### src/rtl/fifo_wptr_full.sv
// Write-side pointer, full/almost-full and occupancy logic for the async FIFO.
// Consumes the read pointer already synchronized into clk_i.
module fifo_wptr_full #(
    parameter int PTR_WIDTH = 4,
    parameter int AF_THRESH = 2
) (
    input  logic                 clk_i,
    input  logic                 rst_n_i,
    input  logic                 wr_en_i,
    input  logic                 clr_ovf_i,
    input  logic [PTR_WIDTH:0]   rptr_sync_i,
    output logic [PTR_WIDTH-1:0] waddr_o,
    output logic                 wr_accept_o,
    output logic [PTR_WIDTH:0]   wptr_gray_o,
    output logic                 full_o,
    output logic                 almost_full_o,
    output logic [PTR_WIDTH:0]   wr_count_o,
    output logic                 overflow_o
);

    localparam int PW = PTR_WIDTH + 1;
    localparam logic [PTR_WIDTH:0] AF_LIMIT = PW'((2 ** PTR_WIDTH) - AF_THRESH);

    logic [PTR_WIDTH:0] r_wbin;
    logic [PTR_WIDTH:0] r_wgray;
    logic [PTR_WIDTH:0] r_count;
    logic               r_full;
    logic               r_af;
    logic               r_ovf;

    logic               w_accept;
    logic [PTR_WIDTH:0] w_wbin_next;
    logic [PTR_WIDTH:0] w_wgray_next;
    logic [PTR_WIDTH:0] w_rbin;
    logic [PTR_WIDTH:0] w_rgray_full;
    logic [PTR_WIDTH:0] w_count_next;
    logic               w_full_next;
    logic               w_af_next;
    logic               w_ovf_next;

    assign w_accept     = wr_en_i & ~r_full;
    assign w_wbin_next  = r_wbin + {{PTR_WIDTH{1'b0}}, w_accept};
    assign w_wgray_next = w_wbin_next ^ (w_wbin_next >> 1);

    // Each binary bit is the XOR of all Gray bits at or above it.
    always_comb begin
        w_rbin = '0;
        for (int i = 0; i < PW; i++) begin
            w_rbin[i] = ^(rptr_sync_i >> i);
        end
    end

    // Full when the pointers differ only in the wrap bit (top two Gray bits).
    assign w_rgray_full = {~rptr_sync_i[PTR_WIDTH:PTR_WIDTH-1],
                           rptr_sync_i[PTR_WIDTH-2:0]};
    assign w_full_next  = (w_wgray_next == w_rgray_full);
    assign w_count_next = w_wbin_next - w_rbin;
    assign w_af_next    = (w_count_next >= AF_LIMIT);

    always_comb begin
        w_ovf_next = r_ovf;
        if (wr_en_i && r_full) begin
            w_ovf_next = 1'b1;
        end else if (clr_ovf_i) begin
            w_ovf_next = 1'b0;
        end
    end

    always_ff @(posedge clk_i or negedge rst_n_i) begin
        if (!rst_n_i) begin
            r_wbin  <= '0;
            r_wgray <= '0;
            r_count <= '0;
            r_full  <= 1'b0;
            r_af    <= 1'b0;
            r_ovf   <= 1'b0;
        end else begin
            r_wbin  <= w_wbin_next;
            r_wgray <= w_wgray_next;
            r_count <= w_count_next;
            r_full  <= w_full_next;
            r_af    <= w_af_next;
            r_ovf   <= w_ovf_next;
        end
    end

    assign waddr_o       = r_wbin[PTR_WIDTH-1:0];
    assign wr_accept_o   = w_accept;
    assign wptr_gray_o   = r_wgray;
    assign full_o        = r_full;
    assign almost_full_o = r_af;
    assign wr_count_o    = r_count;
    assign overflow_o    = r_ovf;

endmodule

### config.mk
export PLATFORM = sky130hd
export DESIGN_NAME = fifo_wptr_full
export DESIGN_NICKNAME = d
export VERILOG_FILES = /design/src/rtl/fifo_wptr_full.sv
export SDC_FILE = /design/constraint.sdc
export NUM_CORES = 1
export LEC_CHECK = 0
export BUFFER_PORTS_ARGS = -buffer_cell sky130_fd_sc_hd__buf_2
export CAP_MARGIN = 5
export CORE_MARGIN = 3
export CORE_UTILIZATION = 31
export DETAILED_ROUTE_END_ITERATION = 12
export PLACE_DENSITY = 0.58
export SLEW_MARGIN = 20
export SYNTH_ARGS = -nofsm -noshare
export SYNTH_HDL_FRONTEND = slang
export SYNTH_SLANG_ARGS = --single-unit
### constraint.sdc
create_clock -name clk_i -period 2.6 [get_ports clk_i]
set_input_delay 0.52 -clock clk_i [delete_from_list [all_inputs] [get_ports clk_i]]
set_output_delay 0.52 -clock clk_i [all_outputs]
set_load 0.05 [all_outputs]
Yosys cells after proc, flatten, opt, wreduce, memory -nomap -nowiden. Cells that the tools add are included.

Flip-flop bits (word level): 18. Latch bits: 0. RAM bits: 0. ROM bits: 0. Output and inout bits: 18. Word-level logic and storage cells: 23. Memories: 0.

Add/sub/neg operators: 2. Multiply operators: 0. Divide/modulo/power cells: 0. Magnitude comparators: 1. Equal/unequal tests: 1. Shift operators: 0. Muxes and demuxes: 2. Bitwise logic cells: 4. Reduce and logical (&&, ||, !) cells: 7.

Operators by type and width (count): parity 5 bit (5); adder 5 x 1 -> 5 bit (1); equality test 5 bit (1); >= comparator 5 x 4 -> 1 bit (second input constant) (1); subtractor 5 bit (1); XOR 5 x 4 -> 5 bit (1); 2-to-1 mux 1 bit (2); NOT 2 bit (1); nonzero test 2 bit (1); AND 1 bit (1); logical AND 1 bit (1); NOT 1 bit (1).

Depth between registers and ports, before layout. Gate-level depths: netlist (run 1).

Depth after elaboration: 5. Gate-level depth with buffers: 10. Depth with buffers taken out: 10.

Least setup slack after synthesis (run 1). No wires, ideal clock.

Path type: register to register. Start point: register r_full, in the netlist full_o. End point: register r_af, in the netlist almost_full_o. Library setup time: 126 ps. Arrival time: 3244 ps. Required time: 2474 ps. Path slack: -770 ps. Cell stages (with the launch flop): 10. Path buffers: 0. Clock period less this slack: 3370 ps. Cells stage by stage: dfrtp_1 > nor2b_1 > ha_1 > ha_1 > xor2_1 > ha_1 > a21oi_1 > o21ai_0 > xnor2_1 > a311o_1.

Longest elaborated chain between the ends: 5.

RTL lines: start: declaration (line 27) `logic r_full;`; start signal: assignment (line 81) `r_full <= w_full_next;`; NOT 1 bit (line 41) `assign w_accept = wr_en_i & ~r_full;`; AND 1 bit (line 41); named net wr_accept_o (line 13) `output logic wr_accept_o,`; adder 5 x 1 -> 5 bit (line 42) `assign w_wbin_next = r_wbin + {{PTR_WIDTH{1'b0}}, w_accept};`; named net w_wbin_next[2] (line 32) `logic [PTR_WIDTH:0] w_wbin_next;`; subtractor 5 bit (line 57) `assign w_count_next = w_wbin_next - w_rbin;`; named net w_count_next[3] (line 36) `logic [PTR_WIDTH:0] w_count_next;`; >= comparator 5 x 4 -> 1 bit (line 58) `assign w_af_next = (w_count_next >= AF_LIMIT);`; named net w_af_next (line 38) `logic w_af_next;`; end signal: assignment (line 82) `r_af <= w_af_next;`; end: declaration (line 28) `logic r_af;`.

The timed path passes the listed nets, and every way through them passes these cells. A chain may end at the register's enable or synchronous reset.

Worst setup path after layout (run 1).
Start point: input port rptr_sync_i[3]. End point: register r_af, in the netlist almost_full_o.

Longest elaborated chain between the ends: 3.

RTL lines: start: declaration (line 11) `input logic [PTR_WIDTH:0] rptr_sync_i,`; parity 5 bit (line 49) `w_rbin[i] = ^(rptr_sync_i >> i);`; subtractor 5 bit * (line 57); >= comparator 5 x 4 -> 1 bit * (line 58); named net w_af_next (line 38).

Mark *: on every way through the listed nets, which the timed path passes. The rest lies on a longest branch.

==> results.md, run 1 <==
* Run status: complete, no violations
* Total overflow reported by the global router at 0
* Longest Clk Path Bufs at 2
* Total Die Area at 0.00371 sq mm
* Number of inserted diodes at 0
* Root buffer selected by CTS: sky130_fd_sc_hd__clkbuf_4
* Final ANT Viol Nets at 0
* Crit path arrival time at about 2.7 ns
* Final setup viols at 0
* Largest stage delay on the critical path at about 0.4 ns
* Final worst hold slack at between 0.1 and 0.15 ns
* Portion of the post-synthesis area used by sequential elements at a little under half
* Max-slew violation count at 0
* Post-synthesis cell type with the largest combined area: sky130_fd_sc_hd__dfrtp_1
* Number of flops mapped to enable cells by yosys at 0
* Gate Count Post-Synth at 76
* Cell types occupying the most area after synthesis: sky130_fd_sc_hd__dfrtp_1, sky130_fd_sc_hd__xnor2_1, sky130_fd_sc_hd__ha_1
* Post-synthesis net count at 91
* Final non-filler cell total at between 100 and 150
* Post-synthesis instance area at 935 sq um
* Die span in x at approximately 61 microns
* Critical path type: input pin to register
* Crit. End Element: register
* Clock Skews at between 0.009 and 0.01 ns
* # H-tree levels at 1
* Prevailing post-synth register cell: sky130_fd_sc_hd__dfrtp_1
* Total of warnings raised by yosys at 0
* Unique cell type count in the Yosys netlist at 26
* Detailed-router iteration count before antenna repair at 2
* Slew margin rel. at 75.5%
* Routed wirelength normalized by instance count at about 12 microns
* Placed cell count at roughly 140
* Routability congestion estimate from global placement at between 0.7 and 0.8
* Effective utilization at floorplan at between 30 and 40%
* Min Clock Period, post-route at roughly 2.5 ns
* Cell-by-cell listing of the critical path: buf_4 > xnor2_4 > xor2_4 > xor2_2 > xnor2_1 > ha_2 > fa_2 > nor2b_4 > nor3_4 > o211a_1 > a311o_1
* Maximum fanout encountered on the critical timing path at 2
* Slew of the pin with the lowest slew margin at 0.367 ns
* Cell type of the slowest stage on the worst timing path: sky130_fd_sc_hd__fa_2
* Layout cell share with drive strength beyond 1 at between 40% and 50%
* Peak clock frequency supported by timing at about 400 MHz
* Total number of placement rows at 19
* Vertical die dimension at 60.9 microns
* Detailed-route wire length at 1.75 mm
* MaxCap Viol Count at 0
* Antenna violations before repair at 0
* Maximum number of pins on one net before global-route repair at 18
* DP HPWL at 1.44 mm
* Startpoint kind of the worst setup timing path: input pin
* Total of flip-flops plus latches after synthesis at 17
* Total core area at 0.00281 sq mm
* Via count of the first global-routing pass at approximately 700
* TritonCTS clock tree: done
* Clock latency at the later pin of the worst-skew pair at about 0.29 ns
* Synthesis-to-finish area growth at 36.4%
* Final period util at a little over nine tenths
* Final #Nets at 129
* CTS clock-pin slew for the worst setup and hold paths at around 0.10 ns
* Type of the most critical hold path: input pin to async pin
* Number of port buffers at 26
* Fill count at 267
* Via/cell ratio at 4.53
* Total track usage at 11.2%
* Clock sink count at 17
* Violation count after the first detailed-route iteration at 14
* Count of vias placed by the detailed router at 652
* I/O pin count at 27
* Area share of the leading cell type in the synthesized netlist at between 40% and 50%
* Number of buffers inserted during clock tree synthesis at 3
* Required @ worst endpoint at between 2 and 3 ns
* Hold Vio Cnt, Final at 0
* Unrepaired setup endpoints after global routing: no
* Drt drc at 0
* Per-instance average area after synthesis at about 12 sq um
* Proportion of synthesized flip-flops having asynchronous set or reset at 100%
* First-pass GRT wire length at 2.99 mm
* Reg2Reg Setup Slack at roughly 0.32 ns
-- metrics by stage --
| stage | util (%) | cell area [sq um] | setup slack [ns] | setup TNS, ns |
|---|---|---|---|---|
| after floorplan | - | 990 | 0.00615 | 0 |
| after global placement | 42.8 | 1200 | -0.187 | -0.298 |
| after detailed placement | 42.8 | 1200 | -0.236 | -0.388 |
| after CTS | 43.7 | 1230 | 0.0629 | 0 |
| after global routing | 45.5 | 1270 | 0.00139 | 0 |
| final | 45.5 | 1270 | 0.118 | 0 |
-- cells in the final DEF, fill, tap and decap left out, types with 3 or more instances in the layout --
| master | Yosys | routed |
|---|---|---|
| sky130_fd_sc_hd__buf_2 | 0 | 25 |
| sky130_fd_sc_hd__xnor2_1 | 9 | 9 |
| sky130_fd_sc_hd__inv_1 | 8 | 8 |
| sky130_fd_sc_hd__nand3_1 | 3 | 3 |
| sky130_fd_sc_hd__buf_4 | 0 | 9 |
| sky130_fd_sc_hd__nand2_1 | 3 | 3 |
| sky130_fd_sc_hd__clkbuf_4 | 0 | 3 |
| sky130_fd_sc_hd__dfrtp_1 | 17 | 16 |
| sky130_fd_sc_hd__xor2_1 | 7 | 6 |
-- cells in the mapped netlist, types with 2 or more instances --
master and number:
sky130_fd_sc_hd__dfrtp_1 17, sky130_fd_sc_hd__xor2_2 2, sky130_fd_sc_hd__or3_1 2, sky130_fd_sc_hd__ha_1 5
sky130_fd_sc_hd__nand2_1 3, sky130_fd_sc_hd__or2_1 2, sky130_fd_sc_hd__inv_1 8, sky130_fd_sc_hd__nor2b_1 2
sky130_fd_sc_hd__nand3_1 3, sky130_fd_sc_hd__xnor2_1 9, sky130_fd_sc_hd__o21ai_0 2, sky130_fd_sc_hd__xor2_1 7
-- cells by family after synthesis --
logic type	synth area share [%]
fa+ha+maj	8.84
compound gates	7.63
buf+inv	4.42
simple gates	8.43
flops	45.5
xor+xnor	25.2
-- worst paths after layout --
check                               start        endpoint  depth (start not counted)
max in group asynchronous         rst_n_i          full_o                          1
min in group clk_i              clr_ovf_i      overflow_o                          2
hold / removal                    rst_n_i  wptr_gray_o[2]                          1
hold reg to reg                overflow_o      overflow_o                          2
setup reg to reg                   full_o   almost_full_o                         10
setup / recovery           rptr_sync_i[3]   almost_full_o                         11
-- flip-flops by register name (all words and copies together), names as in the netlist --
register / cells
almost_full_o: 1
full_o: 1
overflow_o: 1
r_wbin: 5
wptr_gray_o: 4
wr_count_o: 5
-- per-layer routing --
metal | vias up | GRT usage (%) | routed length, microns
met5 | - | 0 | 0
met4 | 0 | 7.43 | 34
met3 | 4 | 1.28 | 63
met2 | 15 | 19.2 | 916
met1 | 311 | 13.0 | 737
li1 | 322 | - | -
-- what timing repair did --
| item | CTS | global route |
|---|---|---|
| endpoints found under the setup margin | 0 | 2 |
| endpoints found under the hold margin | 0 | 0 |
| setup buffers | 0 | 1 |
| hold buffers | 0 | 0 |
| resized for setup | 0 | 9 |
-- final cells by class --
| cell class | instances | area, sq um | area share [%] |
|---|---|---|---|
| inverter | 8 | 30.0 | 2.36 |
| timing repair buffer | 34 | 193 | 15.1 |
| clock buffer | 4 | 26.3 | 2.06 |
| multi-input combinational | 50 | 561 | 44.0 |
| tap | 31 | 38.8 | 3.04 |
| sequential | 17 | 427 | 33.5 |
-- critical path, delay by kind of cell --
kind	cells	cell delay, ns
AOI/OAI and AO/OA	2	0.47
xor gates and xnor gates	4	0.74
adders and majority gates	2	0.59
buffers and inverters	1	0.14
and+or+nand+nor	2	0.20
Power of run 1 is left out: the tool's default activity adds up to more than one toggle a clock period on the data nets, which glitch-free logic cannot reach.
==> inputs of run 2 (changes only) <==
--- a/config.mk
+++ b/config.mk
@@ -11,6 +11,7 @@
 export CORE_UTILIZATION = 31
 export DETAILED_ROUTE_END_ITERATION = 12
 export PLACE_DENSITY = 0.58
+export RECOVER_POWER = 50
 export SLEW_MARGIN = 20
 export SYNTH_ARGS = -nofsm -noshare
 export SYNTH_HDL_FRONTEND = slang
==> run 2 against run 1 <==
Final area is 1.8% lower. Wire length hardly changed. Sequential cell count stayed put. Setup slack better by 0.0017 ns. Maximum frequency hardly changed. Die area stayed put. Utilization is 0.80 points lower. Critical path depth stayed put. Non-clock buffer count stayed put. First-iteration DRC count is 50% higher. Clock skew hardly changed. Register-to-register slack worse by 0.15 ns. Critical path type unchanged. Critical endpoint unchanged.
==> results.md, run 2 (synthesis gave the netlist of run 1 again) <==
* Run status: complete, no violations (unchanged)
* Maximum fanout encountered on the critical timing path at 2 (unchanged)
* First-pass GRT wire length at 2.99 mm (unchanged)
* Number of cell instances on the worst register-to-register path at 10 (unchanged)
* Quantity of hold-fixing buffers added after cts at 0 (unchanged)
* DP HPWL at 1.44 mm (unchanged)
* Routed wirelength normalized by instance count at 12.2 microns (about the same)
* Largest stage delay on the critical path at 0.39 ns (about the same)
* Cell type of the slowest stage on the worst timing path: sky130_fd_sc_hd__fa_2 (unchanged)
* Type of the most critical hold path: input pin to async pin (unchanged)
* Antenna violations before repair at 0 (unchanged)
* Final #Nets at 129 (unchanged)
* Detailed-router iteration count before antenna repair at 2 (unchanged)
* Cell-by-cell listing of the critical path: buf_4 > xnor2_4 > xor2_4 > xor2_2 > xnor2_1 > ha_2 > fa_2 > nor2b_4 > nor3_4 > o211a_1 > a311o_1 (unchanged)
* Crit. End Element: register (unchanged)
* Peak clock frequency supported by timing at 403 MHz (about the same)
* Required @ worst endpoint at 2.78 ns (about the same)
* Maximum number of pins on one net before global-route repair at 18 (unchanged)
* Total overflow reported by the global router at 0 (unchanged)
* Crit path arrival time at 2.66 ns (about the same)
* Hold Vio Cnt, Final at 0 (unchanged)
* Via count of the first global-routing pass at 681 (unchanged)
* Longest Clk Path Bufs at 2 (unchanged)
* Final period util at 95.4% (about the same)
* Detailed-route wire length at 1.75 mm (about the same)
* Area of combinational cells with multiple inputs at 546 sq um (was 561 sq um)
* Fill count at 276 (was 267)
* Startpoint kind of the worst setup timing path: input pin (unchanged)
* Total Die Area at 0.00371 sq mm (unchanged)
* Number of inserted diodes at 0 (unchanged)
* Reg2Reg Setup Slack at 0.17 ns (was 0.32 ns)
* Most common library cell in the layout ignoring fill and taps: sky130_fd_sc_hd__buf_2 (unchanged)
* Slew of the pin with the lowest slew margin at 0.872 ns (was 0.367 ns)
* Launching element of the worst setup path: rptr_sync_i[3] (unchanged)
* Synthesis-to-finish area growth at 34.0% (was 36.4%)
* Vertical die dimension at 60.9 microns (unchanged)
* Count of vias placed by the detailed router at 656 (was 652)
* Layout cell share with drive strength beyond 1 at 40.7% (was 46.0%)
* Final ANT Viol Nets at 0 (unchanged)
* Effective utilization at floorplan at 33.3% (unchanged)
* Violation count after the first detailed-route iteration at 21 (was 14)
* Crit Reg-Reg Startpoint: full_o (unchanged)
* End of the worst register-to-register path: almost_full_o (unchanged)
* Number of buffers inserted during clock tree synthesis at 3 (unchanged)
* Root buffer selected by CTS: sky130_fd_sc_hd__clkbuf_4 (unchanged)
* Slew margin rel. at 41.9% (was 75.5%)
* Total track usage at 11.2% (unchanged)
* Unrepaired setup endpoints after global routing: no (unchanged)
* Via/cell ratio at 4.56 (was 4.53)
* # H-tree levels at 1 (unchanged)
* Post-layout instance area at 0.00125 sq mm (was 0.00127 sq mm)
* Max-slew violation count at 0 (unchanged)
* Clock latency at the later pin of the worst-skew pair at 0.29 ns (about the same)
* TritonCTS clock tree: done (unchanged)
* Die span in x at 60.9 microns (unchanged)
* Routability congestion estimate from global placement at 0.765 (unchanged)
* Clock Skews at 0.00945 ns (was 0.00944 ns)
* Final setup viols at 0 (unchanged)
* Drt drc at 0 (unchanged)
* Number of port buffers at 26 (unchanged)
* Placed inst area at 0.00120 sq mm (unchanged)
* MaxCap Viol Count at 0 (unchanged)
* Commonest cells after routing, fill and taps aside: sky130_fd_sc_hd__buf_2, sky130_fd_sc_hd__dfrtp_1, sky130_fd_sc_hd__xnor2_1 (was sky130_fd_sc_hd__buf_2, sky130_fd_sc_hd__dfrtp_1, sky130_fd_sc_hd__xnor2_1, sky130_fd_sc_hd__buf_4, sky130_fd_sc_hd__inv_1)
* Total core area at 0.00281 sq mm (unchanged)
* Critical path type: input pin to register (unchanged)
* CTS clock-pin slew for the worst setup and hold paths at 0.10 ns (about the same)
* Min Clock Period, post-route at 2.48 ns (about the same)
* I/O pin count at 27 (unchanged)
* Clock sink count at 17 (unchanged)
* Total number of placement rows at 19 (unchanged)
* Sequential Area at 427 sq um (unchanged)
## run 2: changes by cell type in the layout (fill, tap and decap cells not counted)
| cell | change |
|---|---|
| sky130_fd_sc_hd__buf_2 | -3 |
| sky130_fd_sc_hd__buf_4 | -1 |
| sky130_fd_sc_hd__clkbuf_1 | +4 |
| sky130_fd_sc_hd__nor2b_1 | +1 |
| sky130_fd_sc_hd__nor2b_4 | -1 |
| sky130_fd_sc_hd__xor2_1 | +1 |
| sky130_fd_sc_hd__xor2_2 | -1 |
## run 2: worst max-delay path by stage
stage | to | slack (ns) | cells past startpoint
after floorplan | almost_full_o | 0.006 | 10
after global placement | almost_full_o | -0.19 | 11
after detailed placement | almost_full_o | -0.24 | 11
after CTS | almost_full_o | 0.06 | 11
after global routing | almost_full_o | 0.001 | 11
final | almost_full_o | 0.12 | 11
## run 2: layout make-up
type | count | area share, %
flip-flops and latches | 17 | 34.1
multi-input cells | 50 | 43.6
repair buffers | 34 | 14.8
well taps | 31 | 3.10
clock buffers | 4 | 2.10
inverters | 8 | 2.40
## run 2: critical path, delay by kind of cell
family,cells,cell delay (ns)
AOI/OAI and AO/OA,2,0.47
xor gates and xnor gates,4,0.72
adders and majority gates,2,0.59
and+or+nand+nor,2,0.20
buffers and inverters,1,0.14
## run 2: timing repair
action | in CTS | in global routing
endpoints found under the setup margin | 0 | 2
gates resized for setup | 0 | 9
setup buffers | 0 | 1
## run 2: layer usage
layer	global-route usage (%)	vias to the layer above	wire [microns]
met2	19.2	15	915
met4	7.43	0	34
li1	-	324	-
met5	0	-	0
met1	13.0	313	743
met3	1.28	4	60
## run 2: through the flow
stage               cells  util, %  hold WS, ns  setup TNS, ns  setup WS [ns]
global route          144     44.6        0.395              0        0.00138
CTS                   143     43.7        0.133              0         0.0629
finish                144     44.6        0.309              0          0.120
detailed placement    139     42.8        0.459         -0.388         -0.236
floorplan              76        -        0.224              0        0.00615
global placement      139     42.8        0.454         -0.298         -0.187
Power of run 2 is left out for the same reason.
